===== src/rtl/doc_trace_capture_if.sv =====
// Sample bus and FWFT read port of the trace-capture block.
// master: the sound generator and the trace reader; slave: the capture block.
interface doc_trace_capture_if #(
  parameter int NUM_OSC  = 32,
  parameter int SAMPLE_W = 16
);
  localparam int IDX_W = (NUM_OSC > 1) ? $clog2(NUM_OSC) : 1;
  localparam int REC_W = IDX_W + 3 + 8 + 8 + SAMPLE_W;

  logic                smp_valid_i;
  logic [IDX_W-1:0]    smp_osc_i;
  logic [2:0]          smp_state_i;
  logic [7:0]          smp_vol_i;
  logic [7:0]          smp_wds_i;
  logic [SAMPLE_W-1:0] smp_out_i;

  logic                rd_valid_o;
  logic                rd_ready_i;
  logic [REC_W-1:0]    rd_data_o;

  modport master (
    output smp_valid_i, smp_osc_i, smp_state_i, smp_vol_i, smp_wds_i, smp_out_i,
    output rd_ready_i,
    input  rd_valid_o, rd_data_o
  );

  modport slave (
    input  smp_valid_i, smp_osc_i, smp_state_i, smp_vol_i, smp_wds_i, smp_out_i,
    input  rd_ready_i,
    output rd_valid_o, rd_data_o
  );
endinterface


===== src/rtl/doc_trace_capture.sv =====
// Trigger-qualified trace buffer for oscillator samples, one-shot or ring mode,
// with a first-word-fall-through read port.
module doc_trace_capture #(
  parameter  int NUM_OSC  = 32,
  parameter  int DEPTH    = 64,
  parameter  int SAMPLE_W = 16,
  localparam int IDX_W    = (NUM_OSC > 1) ? $clog2(NUM_OSC) : 1,
  localparam int CNT_W    = $clog2(DEPTH + 1)
) (
  input  logic                clk_i,
  input  logic                reset_i,
  doc_trace_capture_if.slave  bus,
  input  logic [NUM_OSC-1:0]  osc_mask_i,
  input  logic                mode_i,
  input  logic [IDX_W-1:0]    trig_osc_i,
  input  logic [SAMPLE_W-1:0] trig_level_i,
  input  logic                arm_i,
  input  logic                stop_i,
  output logic [1:0]          state_o,
  output logic                done_o,
  output logic [CNT_W-1:0]    count_o,
  output logic [15:0]         drop_cnt_o
);
  localparam int REC_W = IDX_W + 3 + 8 + 8 + SAMPLE_W;
  localparam int PTR_W = (DEPTH > 2) ? $clog2(DEPTH) : 1;

  typedef enum logic [1:0] {
    S_IDLE    = 2'd0,
    S_ARMED   = 2'd1,
    S_CAPTURE = 2'd2,
    S_DONE    = 2'd3
  } state_t;

  state_t               r_state;
  state_t               w_state_nxt;
  logic [REC_W-1:0]     r_mem [DEPTH];
  logic [PTR_W-1:0]     r_rd_ptr;
  logic [PTR_W-1:0]     r_wr_ptr;
  logic [CNT_W-1:0]     r_count;
  logic [15:0]          r_drop;
  logic                 r_mode;

  logic                 w_mask_hit;
  logic                 w_qual;
  logic [SAMPLE_W:0]    w_ext;
  logic [SAMPLE_W:0]    w_mag;
  logic                 w_trig;
  logic                 w_rd_valid;
  logic                 w_pop;
  logic                 w_full;
  logic                 w_wr;
  logic                 w_clear;
  logic                 w_ovf;
  logic [REC_W-1:0]     w_rec;

  function automatic logic [PTR_W-1:0] f_inc(input logic [PTR_W-1:0] p);
    return (p == PTR_W'(DEPTH - 1)) ? '0 : p + PTR_W'(1);
  endfunction

  // Mask lookup by explicit compare so out-of-range indices never qualify
  always_comb begin
    w_mask_hit = 1'b0;
    for (int unsigned i = 0; i < NUM_OSC; i++) begin
      if (bus.smp_osc_i == IDX_W'(i)) w_mask_hit = osc_mask_i[i];
    end
  end

  assign w_qual     = bus.smp_valid_i & w_mask_hit;
  assign w_ext      = {bus.smp_out_i[SAMPLE_W-1], bus.smp_out_i};
  assign w_mag      = w_ext[SAMPLE_W] ? (~w_ext + 1'b1) : w_ext;
  assign w_trig     = w_qual & (bus.smp_osc_i == trig_osc_i) & (w_mag >= {1'b0, trig_level_i});
  assign w_rd_valid = (r_count != '0);
  assign w_pop      = w_rd_valid & bus.rd_ready_i;
  assign w_full     = (r_count == CNT_W'(DEPTH));
  assign w_ovf      = w_wr & ~w_pop & w_full;
  assign w_rec      = {bus.smp_osc_i, bus.smp_state_i, bus.smp_vol_i, bus.smp_wds_i, bus.smp_out_i};

  // State register
  always_ff @(posedge clk_i) begin
    if (reset_i) r_state <= S_IDLE;
    else         r_state <= w_state_nxt;
  end

  // Next-state: stop beats a same-cycle write; one-shot ends on the filling write
  always_comb begin
    w_state_nxt = r_state;
    unique case (r_state)
      S_IDLE, S_DONE: if (arm_i) w_state_nxt = S_ARMED;
      S_ARMED: begin
        if (stop_i)    w_state_nxt = S_IDLE;
        else if (w_wr) w_state_nxt = S_CAPTURE;
      end
      S_CAPTURE: begin
        if (stop_i) w_state_nxt = S_DONE;
        else if (w_wr && !r_mode && !w_pop && (r_count == CNT_W'(DEPTH - 1)))
          w_state_nxt = S_DONE;
      end
      default: w_state_nxt = S_IDLE;
    endcase
  end

  // FSM outputs and buffer write/clear strobes
  always_comb begin
    w_wr    = 1'b0;
    w_clear = 1'b0;
    unique case (r_state)
      S_IDLE, S_DONE: w_clear = arm_i;
      S_ARMED:        w_wr    = ~stop_i & w_trig;
      S_CAPTURE:      w_wr    = ~stop_i & w_qual;
      default: ;
    endcase
    state_o = r_state;
    done_o  = (r_state == S_DONE);
  end

  // Pointers, occupancy and drop counter; a full ring write advances the head
  always_ff @(posedge clk_i) begin
    if (reset_i) begin
      r_rd_ptr <= '0;
      r_wr_ptr <= '0;
      r_count  <= '0;
      r_drop   <= '0;
      r_mode   <= 1'b0;
    end else if (w_clear) begin
      r_rd_ptr <= '0;
      r_wr_ptr <= '0;
      r_count  <= '0;
      r_drop   <= '0;
      r_mode   <= mode_i;
    end else begin
      if (w_wr)          r_wr_ptr <= f_inc(r_wr_ptr);
      if (w_pop || w_ovf) r_rd_ptr <= f_inc(r_rd_ptr);
      if (w_wr && !w_pop && !w_full) r_count <= r_count + CNT_W'(1);
      else if (w_pop && !w_wr)       r_count <= r_count - CNT_W'(1);
      if (w_ovf && (r_drop != '1))   r_drop  <= r_drop + 16'd1;
    end
  end

  // Record storage, not reset
  always_ff @(posedge clk_i) begin
    if (w_wr && !reset_i) r_mem[r_wr_ptr] <= w_rec;
  end

  assign count_o       = r_count;
  assign drop_cnt_o    = r_drop;
  assign bus.rd_valid_o = w_rd_valid;
  assign bus.rd_data_o  = r_mem[r_rd_ptr];
endmodule


===== src/flat_wrapper.sv =====
// flat-port wrapper written by rule: the top's interface ports become plain ports
module doc_trace_capture_flat 
#(
  parameter  int NUM_OSC  = 32,
  parameter  int DEPTH    = 64,
  parameter  int SAMPLE_W = 16,
  localparam int IDX_W    = (NUM_OSC > 1) ? $clog2(NUM_OSC) : 1,
  localparam int CNT_W    = $clog2(DEPTH + 1)
)
  (clk_i, reset_i, osc_mask_i, mode_i, trig_osc_i, trig_level_i, arm_i, stop_i, state_o, done_o, count_o, drop_cnt_o, bus_smp_valid_i, bus_smp_osc_i, bus_smp_state_i, bus_smp_vol_i, bus_smp_wds_i, bus_smp_out_i, bus_rd_ready_i, bus_rd_valid_o, bus_rd_data_o);
  doc_trace_capture_if #(.NUM_OSC(NUM_OSC), .SAMPLE_W(SAMPLE_W)) bus_i ();
  input  logic clk_i;
  input  logic reset_i;
  input  logic [NUM_OSC-1:0] osc_mask_i;
  input  logic mode_i;
  input  logic [IDX_W-1:0] trig_osc_i;
  input  logic [SAMPLE_W-1:0] trig_level_i;
  input  logic arm_i;
  input  logic stop_i;
  output logic [1:0] state_o;
  output logic done_o;
  output logic [CNT_W-1:0] count_o;
  output logic [15:0] drop_cnt_o;
  input wire logic [$bits(bus_i.smp_valid_i)-1:0] bus_smp_valid_i;
  input wire logic [$bits(bus_i.smp_osc_i)-1:0] bus_smp_osc_i;
  input wire logic [$bits(bus_i.smp_state_i)-1:0] bus_smp_state_i;
  input wire logic [$bits(bus_i.smp_vol_i)-1:0] bus_smp_vol_i;
  input wire logic [$bits(bus_i.smp_wds_i)-1:0] bus_smp_wds_i;
  input wire logic [$bits(bus_i.smp_out_i)-1:0] bus_smp_out_i;
  input wire logic [$bits(bus_i.rd_ready_i)-1:0] bus_rd_ready_i;
  output wire logic [$bits(bus_i.rd_valid_o)-1:0] bus_rd_valid_o;
  output wire logic [$bits(bus_i.rd_data_o)-1:0] bus_rd_data_o;
  assign bus_i.smp_valid_i = bus_smp_valid_i;
  assign bus_i.smp_osc_i = bus_smp_osc_i;
  assign bus_i.smp_state_i = bus_smp_state_i;
  assign bus_i.smp_vol_i = bus_smp_vol_i;
  assign bus_i.smp_wds_i = bus_smp_wds_i;
  assign bus_i.smp_out_i = bus_smp_out_i;
  assign bus_i.rd_ready_i = bus_rd_ready_i;
  assign bus_rd_valid_o = bus_i.rd_valid_o;
  assign bus_rd_data_o = bus_i.rd_data_o;
  doc_trace_capture #(.NUM_OSC(NUM_OSC), .DEPTH(DEPTH), .SAMPLE_W(SAMPLE_W)) u_core (.clk_i(clk_i), .reset_i(reset_i), .bus(bus_i), .osc_mask_i(osc_mask_i), .mode_i(mode_i), .trig_osc_i(trig_osc_i), .trig_level_i(trig_level_i), .arm_i(arm_i), .stop_i(stop_i), .state_o(state_o), .done_o(done_o), .count_o(count_o), .drop_cnt_o(drop_cnt_o));
endmodule

===== config.mk =====
export PLATFORM = sky130hd
export DESIGN_NAME = doc_trace_capture_flat
export DESIGN_NICKNAME = d
export VERILOG_FILES = /design/src/rtl/doc_trace_capture_if.sv /design/src/rtl/doc_trace_capture.sv /design/src/flat_wrapper.sv
export SDC_FILE = /design/constraint.sdc
export NUM_CORES = 2
export LEC_CHECK = 0
export ABC_AREA = 0
export CAP_MARGIN = 20
export CELL_PAD_IN_SITES_DETAIL_PLACEMENT = 2
export CELL_PAD_IN_SITES_GLOBAL_PLACEMENT = 2
export CORE_MARGIN = 3
export CORE_UTILIZATION = 50
export CTS_BUF_LIST = sky130_fd_sc_hd__clkbuf_16
export DETAILED_ROUTE_END_ITERATION = 12
export PLACE_DENSITY_LB_ADDON = 0.1
export SYNTH_ARGS = -nofsm -noshare
export SYNTH_HDL_FRONTEND = slang
export SYNTH_SLANG_ARGS = --single-unit

===== constraint.sdc =====
create_clock -name clk_i -period 12.8 [get_ports clk_i]
set_input_delay 2.56 -clock clk_i [delete_from_list [all_inputs] [get_ports clk_i]]
set_output_delay 2.56 -clock clk_i [all_outputs]
set_load 0.01 [all_outputs]

==> summary.md, run 1 <==
| Metric | Value |
|---|---|
| Syn Area/Cell | 24.1 sq um |
| Final HPWL DP | 196000 um |
| Stopping stage | detailed placement (3_5_place_dp) |
| Synth Flop Type | edfxtp_1 |
| Sequential area share after synthesis | 0.772 |
| Synth unique cells | 69 |
| Die Span X | 455 um |
| Syn Inst Count | 4178 |
| Cell Area, Synth | 0.101 sq mm |
| PortBufs | 166 |
| Post-synth EDFFs | 2560 |
| Final GP Congestion | 0.756 |
| Synth warn | 0 |
| Ports | 167 |
| Synth Net Count | 4307 |
| Async set-reset flop share out of synthesis | 0 |
| Die Y | 455 um |
| Core Rows | 164 |
| Error msg | [ERROR DPL-0033] detailed placement checks failed during check placement. |
| Register bit total from synthesis | 2604 |
| Initial core utilization | 0.503 |
| Outcome | aborted with a tool error |
## cells in the mapped netlist, types with 7 or more instances
library cell	count	area [sq um]
a211oi_1	7	52.6
inv_1	36	135
xnor2_1	19	166
nand2b_1	16	100
nor4_1	24	150
nand2_1	61	229
nand3_1	21	105
mux2i_1	19	190
and3_1	9	56.3
clkbuf_1	138	518
edfxtp_1	2560	76900
o31ai_1	13	97.6
or3_1	23	144
ha_1	28	350
o21ai_0	35	175
mux4_2	833	18800
a21oi_1	27	135
nor2b_1	9	56.3
nor2_1	37	139
buf_1	65	244
and2_1	14	87.6
dfxtp_1	44	881
buf_2	16	80.1
mux2_2	10	113
nor3_1	23	115
## cell families after synthesis
group                    after synthesis  share of synthesized area
AND/OR/NAND/NOR                      277                     0.0148
XOR/XNOR                              23                    0.00207
adder cells (fa/ha/maj)               29                    0.00368
multiplexers                         862                      0.189
buffers and inverters                259                     0.0101
AO/OA/AOI/OAI                        124                    0.00816
flip-flops                          2604                      0.772
## through the flow
step	setup slack [ns]	cell area, sq um
2_1_floorplan	2.79	101000
3_3_place_gp	3.90	106000
==> run 2, diff against run 1 <==
- CELL_PAD_IN_SITES_DETAIL_PLACEMENT: 2 -> unset
- CELL_PAD_IN_SITES_GLOBAL_PLACEMENT: 2 -> unset
- CORE_UTILIZATION: 50 -> 35
- CTS_BUF_LIST: sky130_fd_sc_hd__clkbuf_16 -> unset
- PLACE_DENSITY_LB_ADDON: 0.1 -> 0.15
==> run 2 against run 1 <==
Compared with the run above:
- synthesized cell count unchanged
- area after synthesis did not move
- the run now ends clean
==> summary.md, run 2 <==
| Metric | Value |
|---|---|
| Clock sinks | 2604 |
| Top cell type's share of synthesized area | 0.763 (unchanged) |
| Hold Startpoint | u_core.r_mode |
| Setup Total Neg Slack | 0 ns |
| CP Capture Type | register |
| Final HPWL DP | 171000 um (was 196000 um) |
| Post-Synth Adder-Cell Area | 0.00368 (unchanged) |
| Die area | 0.294 sq mm |
| Die Span X | 542 um (was 455 um) |
| Commonest non-fill, non-tap cell in the layout | edfxtp_1 |
| Post-CTS Resized | 0 |
| DRT Pass-1 Iters | 5 |
| Synth top area cells | edfxtp_1, mux4_2, dfxtp_1 (unchanged) |
| Async set-reset flop share out of synthesis | 0 (unchanged) |
| Overflow after GRT | 0 |
| Post-synth EDFFs | 2560 (unchanged) |
| WL per Instance | 34.6 um |
| Min-Delay Path Depth | 2 |
| Final setup violation count | 0 |
| Crit path max fanout | 66 |
| Root buffer cell | clkbuf_16 |
| Clock transition at path regs | 0.06 ns |
| Reg2Reg Launch Point | u_core.state_o[0] |
| Synth Flop Type | edfxtp_1 (unchanged) |
| R2R Setup Slk | 7.69 ns |
| Max reg flops | 2560 |
| DRC errors left | 0 |
| Final ANT Viol Nets | 0 |
| Fraction of layout cells with a size suffix above 1 | 0.310 |
| Critical Path RT | 13.23 ns |
| Worst min path class | reg2reg |
| Fmax | 119 MHz |
| Synth unique cells | 69 (unchanged) |
| Crit path arrival time | 8.87 ns |
| Filler cells | 24700 |
| Antenna violations before repair | 26 |
| Post-synth top cells | edfxtp_1, mux4_2, clkbuf_1 (unchanged) |
| Final hold slack | 0.463 ns |
| H-tree Lvls | 5 |
| Most frequent cells in the layout | edfxtp_1, mux4_2, clkbuf_16 |
| Max_cap viols | 0 |
| Slew of the pin with the lowest slew margin | 1.15 ns |
| Area Growth Syn to Fin | 15.5% |
| Cell Area, Synth | 0.101 sq mm (unchanged) |
| Synth Net Count | 4307 (unchanged) |
| Total GRT Usage | 0.200 |
| TritonCTS clock tree | yes |
| Max Slew Vio Count | 0 |
| Post-route minimum period | 8.44 ns |
| Detailed Route WL | 295000 um |
| Outcome | completed (was aborted with a tool error) |
| Number of global-route vias before repair | 48300 |
| First-pass GRT wire length | 408000 um |
| Top cell type by total area after synthesis | edfxtp_1 (unchanged) |
| Most frequent cell after synthesis | edfxtp_1 (unchanged) |
| Largest family of logic cells by synthesized area | multiplexers (unchanged) |
| Final period util | 0.659 |
| Post-CTS Setup Bufs | 0 |
| Crit path kind | in2reg |
| Skew-Pair Late Insertion Delay | 0.85 ns |
| Syn Area/Cell | 24.1 sq um (unchanged) |
| Simple-gate share of the synthesized area | 0.0148 (unchanged) |
| Post-synthesis mux area share | 0.189 (unchanged) |
| Synth Area in Compound Gates | 0.00816 (unchanged) |
| Via count | 47000 |
| Leak | 34.4 nW |
| Final GP Congestion | 0.762 (was 0.756) |
| Core Area | 0.286 sq mm |
| Largest net degree at the start of global routing | 111 |
| RSZ-0062 raised after global routing | false |
| PwrDens | 172 mW/mm^2 |
| PortBufs | 166 (unchanged) |
| Die Y | 542 um (was 455 um) |
| Sequential area share after synthesis | 0.772 (unchanged) |
| Vias per cell | 5.50 |
| CP Launch Type | primary input |
| Clk buf depth | 4 |
| Max Clock Skew | 0.0599 ns |
| Hold_buf cts | 0 |
| XOR/XNOR Fraction of Synth Area | 0.00207 (unchanged) |
| Capturing point of the worst reg2reg path | u_core.r_mem[48][14] |
| Worst Hold Path EP | u_core.r_mode |
| Final hold vios | 0 |
| DRT iter0 DRCs | 5341 |
| Synth warn | 0 (unchanged) |
| Initial core utilization | 0.353 (was 0.503) |
| CTS Buf Count | 289 |
| Worst rel slew slack | 0.236 |
| Total Nets Final | 4700 |
| Core Rows | 196 (was 164) |
| Biggest register | u_core.r_mem |
| Ports | 167 (unchanged) |
| Syn Inst Count | 4178 (unchanged) |
| R2R depth | 11 |
| Register bit total from synthesis | 2604 (unchanged) |
| Worst VDD drop | 0.0999 mV |
[run 2: cell counts after synthesis]
Identical to the previous run, type by type.
[run 2: worst max-delay path, stage by stage]
cell      delay [ns]
buf_2           0.10
buf_4           0.28
or3_1           0.48
nor2_1          0.21
nand2_1         0.11
or2_2           0.30
nand2b_1        0.18
o21ai_0         0.23
xnor2_1         0.10
ha_1            0.29
a21o_1          0.13
a211oi_1        0.08
o41a_1          0.33
a311oi_2        0.33
o41a_2          0.32
nand2_1         0.39
buf_4           0.42
nor4_2          0.64
and4b_4         0.62
buf_4           0.60
[run 2: stage by stage]
step	worst slack [ns]	instance area [sq um]	cells	power, W	utilization
finish	4.36	116000	8547	0.0200	0.407
global route	4.05	116000	8541	0.0207	0.407
detailed placement	3.59	108000	8041	0.0125	0.377
floorplan	2.79	101000	4178	0.0114	-
CTS	4.40	116000	8537	0.0203	0.407
global placement	3.59	108000	8038	0.0125	0.377
[run 2: logic make-up (layout without fill, tap and decap cells)]
family / after synthesis / in the layout
adders and majority gates: 29 / 29
muxes: 862 / 862
DFF: 2604 / 2604
xor gates and xnor gates: 23 / 23
buffers and inverters: 259 / 857
and+or+nand+nor: 277 / 277
other: 0 / 9
AOI/OAI and AO/OA: 124 / 124
[run 2: worst max-delay path by stage]
| stage | from | end | slack (ns) |
|---|---|---|---|
| 4_1_cts | register | bus_rd_data_o[21] | 4.40 |
| 2_1_floorplan | bus_smp_out_i[4] | u_core.r_mem[60][0] | 2.79 |
| 3_3_place_gp | bus_smp_out_i[4] | u_core.r_mem[8][22] | 3.59 |
| 3_5_place_dp | bus_smp_out_i[4] | u_core.r_mem[8][22] | 3.59 |
| 5_1_grt | bus_smp_out_i[4] | u_core.r_mem[48][14] | 4.05 |
| 6_report | bus_smp_out_i[4] | u_core.r_mem[48][14] | 4.36 |
[run 2: cell type report]
class	instances	area, sq um	share of cell area
inverters	37	139	0.00119
clock buffers	378	7690	0.0661
repair buffers	324	2820	0.0243
flip-flops and latches	2604	77800	0.668
clock inverters	118	907	0.00779
diodes	9	22.5	0.000194
multi-input cells	1315	22300	0.192
well taps	3762	4710	0.0404
[run 2: power breakdown]
| part | internal, W | switching, W |
|---|---|---|
| sequential | 0.00937 | 0.0000487 |
| clock | 0.00447 | 0.00328 |
| combinational | 0.00135 | 0.00146 |
| total | 0.0152 | 0.00479 |
[run 2: layer usage]
metal	share of wire	up-vias	track usage	routed length [um]
li1	-	18900	-	-
met1	0.43	26100	0.286	128000
met2	0.48	1620	0.320	141000
met3	0.062	355	0.0327	18300
met4	0.026	6	0.0478	7810
met5	0.00012	-	0	34
Power figures use the tool's default switching activity.
